File: src/rtl/seq_scan_pkg.sv
// Shared types for the word-to-bit sequence scanner: detector and scheduler
// state encodings plus the detection predicate.
package seq_scan_pkg;

  localparam int unsigned DET_W = 3;

  typedef enum logic [DET_W-1:0] {
    S0 = 3'd0,
    S1 = 3'd1,
    S2 = 3'd2,
    S3 = 3'd3,
    S4 = 3'd4,
    S5 = 3'd5,
    S6 = 3'd6
  } det_state_e;

  typedef enum logic {
    IDLE  = 1'b0,
    SHIFT = 1'b1
  } sched_state_e;

  // S5 = "1111", S6 = "1101"
  function automatic logic is_detect(input det_state_e s);
    return (s == S5) || (s == S6);
  endfunction

endpackage

File: src/rtl/seq_detect_core.sv
// Enable-gated 1111/1101 detector FSM with a registered one-cycle match pulse.
module seq_detect_core
  import seq_scan_pkg::*;
(
  input  logic             clock,
  input  logic             reset,
  input  logic             clear,
  input  logic             step_en,
  input  logic             bit_in,
  output logic             match,
  output logic [DET_W-1:0] state
);

  det_state_e r_state;
  det_state_e w_next;
  logic       r_match;

  always_comb begin
    w_next = r_state;
    if (step_en) begin
      case (r_state)
        S0:      w_next = bit_in ? S1 : S0;
        S1:      w_next = bit_in ? S2 : S0;
        S2:      w_next = bit_in ? S3 : S4;
        S3:      w_next = bit_in ? S5 : S4;
        S4:      w_next = bit_in ? S6 : S0;
        S5:      w_next = bit_in ? S5 : S4;
        S6:      w_next = bit_in ? S2 : S0;
        default: w_next = S0;
      endcase
    end
  end

  // clear outranks a coincident step
  always_ff @(posedge clock) begin
    if (reset || clear) r_state <= S0;
    else                r_state <= w_next;
  end

  always_ff @(posedge clock) begin
    if (reset || clear) r_match <= 1'b0;
    else                r_match <= step_en && is_detect(w_next);
  end

  assign match = r_match;
  assign state = r_state;

endmodule

File: src/rtl/seq_stream_scanner.sv
// Accepts parallel words over valid/ready and steps them MSB-first, one bit
// per clock, into the sequence detector; counts matches with saturation.
module seq_stream_scanner
  import seq_scan_pkg::*;
#(
  parameter int unsigned WORD_W = 8,
  parameter int unsigned CNT_W  = 8
) (
  input  logic              clock,
  input  logic              reset,
  input  logic              in_valid,
  input  logic [WORD_W-1:0] in_data,
  output logic              in_ready,
  input  logic              clear,
  output logic              busy,
  output logic              word_done,
  output logic              match,
  output logic [CNT_W-1:0]  match_count,
  output logic [DET_W-1:0]  det_state
);

  localparam int unsigned IDX_W = $clog2(WORD_W);

  sched_state_e      r_sched;
  sched_state_e      w_sched_next;
  logic [WORD_W-1:0] r_shreg;
  logic [IDX_W-1:0]  r_bit_idx;
  logic [CNT_W-1:0]  r_count;
  logic              w_last;
  logic              w_ready;
  logic              w_accept;
  logic              w_step;
  logic              w_match;

  assign w_last   = (r_sched == SHIFT) && (r_bit_idx == '0);
  assign w_ready  = !reset && ((r_sched == IDLE) || w_last);
  assign w_accept = in_valid && w_ready;
  assign w_step   = (r_sched == SHIFT);

  always_comb begin
    w_sched_next = r_sched;
    case (r_sched)
      IDLE:    if (w_accept) w_sched_next = SHIFT;
      SHIFT:   if (w_last)   w_sched_next = w_accept ? SHIFT : IDLE;
      default: w_sched_next = IDLE;
    endcase
  end

  always_ff @(posedge clock) begin
    if (reset) r_sched <= IDLE;
    else       r_sched <= w_sched_next;
  end

  // A reload on the last shift cycle overrides the shift, giving gapless words
  always_ff @(posedge clock) begin
    if (reset) begin
      r_shreg   <= '0;
      r_bit_idx <= '0;
    end else if (w_accept) begin
      r_shreg   <= in_data;
      r_bit_idx <= IDX_W'(WORD_W - 1);
    end else if (r_sched == SHIFT) begin
      r_shreg <= r_shreg << 1;
      if (!w_last) r_bit_idx <= r_bit_idx - 1'b1;
    end
  end

  seq_detect_core u_core (
    .clock   (clock),
    .reset   (reset),
    .clear   (clear),
    .step_en (w_step),
    .bit_in  (r_shreg[WORD_W-1]),
    .match   (w_match),
    .state   (det_state)
  );

  always_ff @(posedge clock) begin
    if (reset || clear)           r_count <= '0;
    else if (w_match && r_count != '1) r_count <= r_count + 1'b1;
  end

  assign in_ready    = w_ready;
  assign busy        = (r_sched == SHIFT);
  assign word_done   = w_last;
  assign match       = w_match;
  assign match_count = r_count;

endmodule
File: config.mk
export PLATFORM = sky130hd
export DESIGN_NAME = seq_stream_scanner
export DESIGN_NICKNAME = d
export VERILOG_FILES = /design/src/rtl/seq_scan_pkg.sv /design/src/rtl/seq_detect_core.sv /design/src/rtl/seq_stream_scanner.sv
export SDC_FILE = /design/constraint.sdc
export NUM_CORES = 1
export LEC_CHECK = 0
export CAP_MARGIN = 40
export CORE_MARGIN = 2
export CORE_UTILIZATION = 44
export CTS_CLUSTER_DIAMETER = 40
export CTS_CLUSTER_SIZE = 14
export DETAILED_ROUTE_END_ITERATION = 10
export GPL_TIMING_DRIVEN = 0
export PLACE_DENSITY = 0.74
export SYNTH_ARGS = -nofsm -noshare
export SYNTH_HDL_FRONTEND = slang
export SYNTH_HIERARCHICAL = 1
export SYNTH_SLANG_ARGS = --single-unit
File: constraint.sdc
create_clock -name clock -period 1.5 [get_ports clock]
set_input_delay 0.375 -clock clock [delete_from_list [all_inputs] [get_ports clock]]
set_output_delay 0.375 -clock clock [all_outputs]
set_load 0.005 [all_outputs]
==> reports/results.tsv, run 1 <==
metric	value	unit
sequential area share after synthesis	39.8	%
setup violators final	9	
Core Region	2690	µm²
max incr delay on CP	0.36	ns
Syn Nets	149	
Crit Path Class	reg2reg	
clk root buf	clkbuf_4	
initial drt markers	23	
Die ar.	3180	µm²
DP HPWL	1940	µm
Post-Syn Area	1210	µm²
Slew Limit Headroom	76.6	%
initial antenna violation count	0	
GR Overflow Total	0	
routed wire length	3380	µm
CTS clk-pin slew, worst paths	0.12	ns
CP required	1.71	ns
Die W	56.4	µm
non-filler cells, final	224	
Max FO, Critical Path	8	
vias	1248	
final setup skew	0.00668	ns
Cells after Synth	134	
IO Pins	27	
synth warn	6	
EDFF count, synth	0	
delay-heaviest family, CP	buffers and inverters	
Final #Nets	210	
Synth Flop Type	dfxtp_1	
first-pass GRT wire length	5410	µm
status	finished, violations left	
GRT Resource Usage Total	21.6	%
Seq cells post-synth	24	
crit path DAT	1.87	ns
Crit-path slowest cell	dfxtp_2	
violated checks	setup timing	
H-Tree Depth	1	
Fin. Hold Viols	0	
Buf/Inv on CP	4	
diodes inserted	0	
Clk Latency, worst-skew pair	0.31	ns
Port Buffers	26	
CP startpoint kind	register	
Final WS setup	-0.167	ns
routed len/inst	15.1	µm
CTS sink count	24	
Final GP Congestion	0.852	
pin slew with the least headroom to its limit	0.350	ns
min-delay worst type	reg2reg	
Synth async-reset ratio	0	%
FILL cells	206	
Routed Antenna Nets	0	
worst IR drop on VDD	0.000551	V
crit end category	register	
vias per inst	5.57	
final worst path period share	111	%
DRT Pass-1 Iters	4	
max cap viols	0	
DRC viols	0	
Cells after DPL	191	
Final min period	1.67	ns
largest net degree at the start of global routing	13	
Slew Limit Fails	0	
Area growth syn-to-layout	56.5	%
Synth cell types	37	
cts bufs inserted	3	
clk buf depth	2	
Fin Setup TNS	-1.32	ns
TritonCTS clock tree	yes	
Leak	0.000862	µW
RSZ-0062 raised after global routing	true	
vias in the first global route	1219	
f_max	0.600	GHz
Rows	19	
Initial Util	45.0	%
layout cells sized above 1	37.8	%
CP cell instances	inv_2 > ha_4 > nor2b_4 > buf_4 > buf_6 > o211ai_4 > buf_12 > mux2_4	
Die Ht	56.4	µm
syn_area_per_cell	9.02	µm²
Power Density	671	nW/µm²
[metrics by stage]
step / hold WS [ns] / area [µm²] / utilization (%) / total power (µW) / worst slack (ns)
6_report: 0.531 / 1890 / 70.4 / 1270 / -0.167
5_1_grt: 0.551 / 1890 / 70.4 / 1350 / -0.239
4_1_cts: 0.525 / 1840 / 68.5 / 1240 / -0.162
3_5_place_dp: 0.497 / 1520 / 56.7 / 894 / -0.748
3_3_place_gp: 0.490 / 1520 / 56.7 / 885 / -0.751
2_1_floorplan: 0.467 / 1220 / - / 821 / -0.00892
[worst register-to-register path: stages (launching register included)]
cell and delay [ns]:
dfxtp_2 0.36, inv_2 0.05, ha_4 0.15, nor2b_4 0.12
buf_4 0.13, buf_6 0.11, o211ai_4 0.19, buf_12 0.16
mux2_4 0.30
[where the power goes]
part	switching, µW	internal (µW)
registers	22.0	652
logic	128	187
clock network	186	93.7
total	337	933
[timing repair]
action	in CTS	in global routing
cloned	0	0
gates resized for setup	66	8
buffers inserted	26	9
hold buffers	0	0
endpoints found under the setup margin	23	11
pin swaps	6	6
[synth_stat cells, types with 2 or more instances]
cell,instances,share of area [%]
nor4_1,3,1.6
o21bai_1,2,1.2
mux2i_1,10,8.3
ha_1,3,3.1
a21oi_1,10,4.1
nor2_1,13,4.0
a31oi_1,2,1.0
o21ai_0,5,2.1
nand3_1,3,1.2
nand2_1,7,2.2
inv_1,7,2.2
mux2_2,7,6.5
dfxtp_1,24,40
nor2b_1,5,2.6
or2_2,2,1.0
a211oi_1,2,1.2
and4_1,3,2.2
nor3_1,6,2.5
nand4_1,2,1.0
[layout make-up]
class                           instances  area, µm²  area share, %
Inverter                                7       26.3           1.39
Sequential cell                        24        526           27.8
Timing Repair Buffer                   57        494           26.1
Clock buffer                            3       22.5           1.19
Buffer                                  2       12.5          0.661
Tap cell                               31       38.8           2.05
Multi-Input combinational cell        100        772           40.8
[cell families after synthesis]
group	after synthesis	share of synthesized area, %
fa+ha+maj	3	3.11
flops	24	39.8
compound gates	27	14.4
buf+inv	10	3.83
mux	17	14.8
simple gates	53	24.1
[path summary, 6_finish.rpt]
path / startpoint / end / slack (ns) / depth (start not counted)
worst min register to register: r_bit_idx[1] / r_bit_idx[1] / 0.53 / 1
worst max register to register: r_bit_idx[1] / r_shreg[7] / -0.17 / 8
worst min-delay path: r_bit_idx[1] / r_bit_idx[1] / 0.53 / 1
worst max-delay path: r_bit_idx[1] / r_shreg[7] / -0.17 / 8
[layer usage]
layer  track usage (%)  part of all wire [%]  routed length [µm]
met4              7.48                   2.8                  93
met3              2.76                   5.0                 169
met5                 0                     0                   0
met1              25.1                    39                1330
met2              40.3                    53                1790
[placed cells by master, fill, tap and decap left out, types with 3 or more instances in the layout]
| master | count |
|---|---|
| nand2_1 | 7 |
| buf_2 | 3 |
| dfxtp_2 | 3 |
| nand3_1 | 3 |
| clkbuf_4 | 4 |
| inv_1 | 5 |
| dfxtp_1 | 10 |
| mux2i_1 | 10 |
| mux2_4 | 7 |
| o21ai_0 | 5 |
| a21oi_1 | 9 |
| dfxtp_4 | 11 |
| nor4_1 | 3 |
| dlygate4sd2_1 | 13 |
| nor2_1 | 11 |
| nor2b_1 | 4 |
| nor3_1 | 6 |
| buf_6 | 4 |
| clkdlybuf4s50_1 | 10 |
| buf_4 | 26 |
[sequential cells by signal, indices dropped and copies added, names as in the netlist]
signal / flops
r_bit_idx: 3
match_count: 8
busy: 1
u_core/match: 1
u_core/state: 3
r_shreg: 8
Power figures use the tool's default switching activity.
==> run 2: changes to the inputs <==
--- a/config.mk
+++ b/config.mk
@@ -6,7 +6,7 @@
 export NUM_CORES = 1
 export LEC_CHECK = 0
 export CAP_MARGIN = 40
-export CORE_MARGIN = 2
+export CORE_MARGIN = 1
 export CORE_UTILIZATION = 44
 export CTS_CLUSTER_DIAMETER = 40
 export CTS_CLUSTER_SIZE = 14
==> reports/results.tsv, run 2 (synthesized netlist as in run 1, its figures left out) <==
metric	value	unit	change
FILL cells	210		+1.9%
R2R setup slack	-0.21	ns	-0.04 ns
Fin. Hold Viols	0		unchanged
final core occ	71.5	%	+1.1 points
CTS Hold Buffers Added	0		unchanged
GR Overflow Total	0		unchanged
Final WS setup	-0.238	ns	-0.0716 ns
multi-input logic area	743	µm²	-3.7%
clk root buf	clkbuf_4		
RSZ-0062 raised after global routing	true		
diodes inserted	0		unchanged
pin slew with the least headroom to its limit	0.349	ns	-0.00139 ns
DRT Pass-1 Iters	4		unchanged
Initial Util	47.5	%	+2.5 points
routed wire length	3060	µm	-9.3%
CP startpoint kind	register		
H-Tree Depth	1		unchanged
status	finished, violations left		
Reg-to-Reg End	r_shreg[7]		
violated checks	setup timing		
final worst path period share	116	%	+4.8 points
Clk Latency, worst-skew pair	0.31	ns	about the same
hold path depth	2		+1
Power Density	675	nW/µm²	+0.67%
Leak	0.000819	µW	-5.0%
Final #Nets	205		-2.4%
worst IR drop on VDD	0.000569	V	+3.3%
combinational power share	21.9	%	-3.0 points
DRC viols	0		unchanged
initial antenna violation count	0		unchanged
min-delay worst type	reg2reg		
IO Pins	27		unchanged
Core Region	2540	µm²	-5.3%
GRT Resource Usage Total	21.9	%	+0.29 points
DP HPWL	1900	µm	-2.0%
switching pwr	324	µW	-3.7%
final setup skew	0.00561	ns	-0.00108 ns
Crit Path Class	reg2out		
Max FO, Critical Path	2		-6
Die W	54.4	µm	-3.5%
CTS clk-pin slew, worst paths	0.13	ns	about the same
Final GP Congestion	0.801		-6.0%
f_max	0.575	GHz	-4.1%
crit path DAT	1.36	ns	-0.51 ns
vias in the first global route	1119		-8.2%
Die ar.	2960	µm²	-7.0%
crit end category	output pin		
Port Buffers	26		unchanged
most frequent cells in the layout	buf_4 (24), dlygate4sd2_1 (14), nor2_1 (12)		
clock network power share	22.9	%	+0.8 points
Placement Cell Area	1520	µm²	about the same
cts bufs inserted	3		unchanged
CP required	1.12	ns	-0.59 ns
Design Area, Final	1820	µm²	-3.8%
largest net degree at the start of global routing	13		unchanged
clk buf depth	2		unchanged
routed len/inst	14.1	µm	-6.8%
Rows	18		-1
vias	1204		-3.5%
P_int	905	µW	-3.0%
vias per inst	5.52		-0.87%
reg-to-reg startpoint	r_bit_idx[1]		
Seq. cell area	524	µm²	-0.24%
setup violators final	9		unchanged
first-pass GRT wire length	4690	µm	-13%
Routed Antenna Nets	0		unchanged
CTS sink count	24		unchanged
most common cell after layout, fill and taps aside	buf_4		
Hold Path End	match_count[4]		
initial drt markers	19		-17%
layout cells sized above 1	34.6	%	-3.2 points
Die Ht	54.4	µm	-3.5%
Hold Crit Start	match_count[5]		
Slew Limit Fails	0		unchanged
Seq pwr share	55.3	%	+2.2 points
Switching Share	26.4	%	-0.15 points
Area growth syn-to-layout	50.5	%	
Final min period	1.74	ns	+0.0716 ns
max cap viols	0		unchanged
TritonCTS clock tree	yes		
Slew Limit Headroom	76.7	%	+0.13 points
reg2reg path depth	8		unchanged
## run 2: cell type report
cell class	instances	share of cell area (%)
Sequential cell	24	28.8
Timing Repair Buffer	52	24.8
Buffer	2	0.688
Multi-Input combinational cell	100	40.9
Clock buffer	3	1.24
Tap cell	30	2.06
Inverter	7	1.58
## run 2: per-layer routing
layer	global-route usage [%]	vias up	part of all wire (%)
met1	23.0	565	40
li1	-	604	-
met5	0	-	0
met4	7.69	0	0.78
met3	3.33	4	4.1
met2	43.1	31	55
## run 2: power by group through the flow
stage,Sequential (µW),Clock [µW],Combinational (µW)
2_1_floorplan,701,0,121
3_3_place_gp,705,0,180
3_5_place_dp,707,0,187
4_1_cts,677,291,248
5_1_grt,683,308,294
6_report,679,281,269
## run 2: through the flow
stage | TNS [ns] | power [µW] | cells | hold WS (ns) | setup WS (ns)
floorplan | -0.0624 | 821 | 134 | 0.467 | -0.00892
global placement | -4.19 | 885 | 190 | 0.492 | -0.788
detailed placement | -4.40 | 894 | 190 | 0.500 | -0.782
CTS | -1.63 | 1220 | 213 | 0.515 | -0.277
global route | -2.13 | 1280 | 218 | 0.548 | -0.306
finish | -1.72 | 1230 | 218 | 0.509 | -0.238
## run 2: worst max-delay path: stages, from the launching register on
cell and delay (ns):
dfxtp_2 0.36, inv_2 0.05, ha_4 0.15, buf_6 0.11, nor2b_4 0.13, nor2_2 0.10
nor2_1 0.04, buf_2 0.12
## run 2: repair_timing
| action | CTS | global route |
|---|---|---|
| setup endpoints to repair | 23 | 11 |
| gates resized for setup | 60 | 3 |
| pin swaps | 7 | 4 |
| buffers inserted | 21 | 5 |
## run 2: worst max-delay path by stage
stage | start | end | slack (ns) | cells past startpoint
2_1_floorplan | r_bit_idx[0] | r_shreg[1] | -0.009 | 5
3_3_place_gp | reset | in_ready | -0.79 | 4
3_5_place_dp | reset | in_ready | -0.78 | 4
4_1_cts | r_bit_idx[1] | in_ready | -0.28 | 7
5_1_grt | r_bit_idx[0] | in_ready | -0.31 | 7
6_report | r_bit_idx[1] | in_ready | -0.24 | 7
==> patch, RTL diff (config.mk and constraints of run 1) <==
The parameter `WORD_W` goes from 8 to 16.
--- a/src/rtl/seq_stream_scanner.sv
+++ b/src/rtl/seq_stream_scanner.sv
@@ -5,3 +5,3 @@
 #(
-  parameter int unsigned WORD_W = 8,
+  parameter int unsigned WORD_W = 16,
   parameter int unsigned CNT_W  = 8
Interface: changed (resized in_data); port bits go from 27 to 35. The function was not compared with the original's and may differ.
==> patch against run 1 <==
  * The run still ends with setup timing left
  * Sequential cell count rose by 9
  * Clock power rose by 130%
  * Setup slack got worse by 0.048 ns
  * Synthesized area rose by 37%
  * Power rose by 71%
  * Global-route usage rose by 2.4 points
  * Via count rose by 35%
  * Final area rose by 38%
  * Die area rose by 34%
  * Wire length rose by 40%
  * Cell count rose by 31%
  * Largest power group unchanged
==> patch: results (changes against run 1) <==
** Status
- The run finished, with violations left.
- Failing checks :: setup timing

** Power
- The maximum VDD drop came to 0.580 mV (+5.2%).
- Comb. pwr :: 558 uW (+77%)
- Cell-internal power :: 1550 uW (+66%)
- The power in sequential cells came to 968 uW (+44%).

** Timing
- The final worst slack was -0.214 ns (-0.0475 ns).
- The setup skew after layout is 0.00666 ns (-0.0000216 ns).
- The count of endpoints failing setup in the final report is 20 (+11).

** Route
- The number of violations reported at the end of detailed-routing iteration 0 came to 94 (+310%).

** Final layout
- Final standard cell count with taps included and fillers excluded :: 293 (+31%)
- The footprint of the flip-flops and latches was 704 um^2 (+34%).
- Non-clk bufs :: 70 (+19%)
- The area growth from synthesis to layout is 57.3%.

** Setup path
- The depth of the most critical reg-to-reg path was 7 (-1).
- The slack of the worst reg-to-reg path was -0.12 ns (+0.05 ns).

** CTS
- The clock-pin slew reported for the worst setup and hold paths after clock tree synthesis was 0.07 ns (-0.05 ns).
- The clock insertion delay at the later pin of the skew report was 0.29 ns (-0.02 ns).

** Placement
- The routability congestion estimate from global placement is 0.858 (+0.76%).
- The detailed placement HPWL came to 2940 um (+52%).
- Quantity of I/O buffers inserted on ports :: 34 (+31%)
- The placed cell count is 260 (+36%).

** Hold path
- For hold timing, the worst endpoint is r_shreg[0].

** Yosys
- The number of nets produced by synthesis is 201 (+35%).
- Sequential area share after synthesis :: 39.8% (+0.067 points)

** Global route
- The largest net degree at the start of global routing came to 11 (-2).
patch: cell types whose count changed in the layout (fill, tap and decap cells not counted), moves of 3 or more:
| cell | delta |
|---|---|
| sky130_fd_sc_hd__clkdlybuf4s50_1 | +7 |
| sky130_fd_sc_hd__a211oi_1 | +18 |
| sky130_fd_sc_hd__o21ai_0 | -3 |
| sky130_fd_sc_hd__a211oi_2 | +15 |
| sky130_fd_sc_hd__mux2_4 | -7 |
| sky130_fd_sc_hd__nor2_1 | -6 |
| sky130_fd_sc_hd__clkbuf_8 | +5 |
| sky130_fd_sc_hd__mux2i_1 | +9 |
| sky130_fd_sc_hd__dlymetal6s2s_1 | +6 |
| sky130_fd_sc_hd__dlygate4sd2_1 | -4 |
| sky130_fd_sc_hd__dfxtp_1 | +8 |
patch: per-layer routing:
layer	wire, um	share of wire, %
met5	0	0
met4	72	1.5
met3	209	4.4
met2	2460	52
met1	1980	42
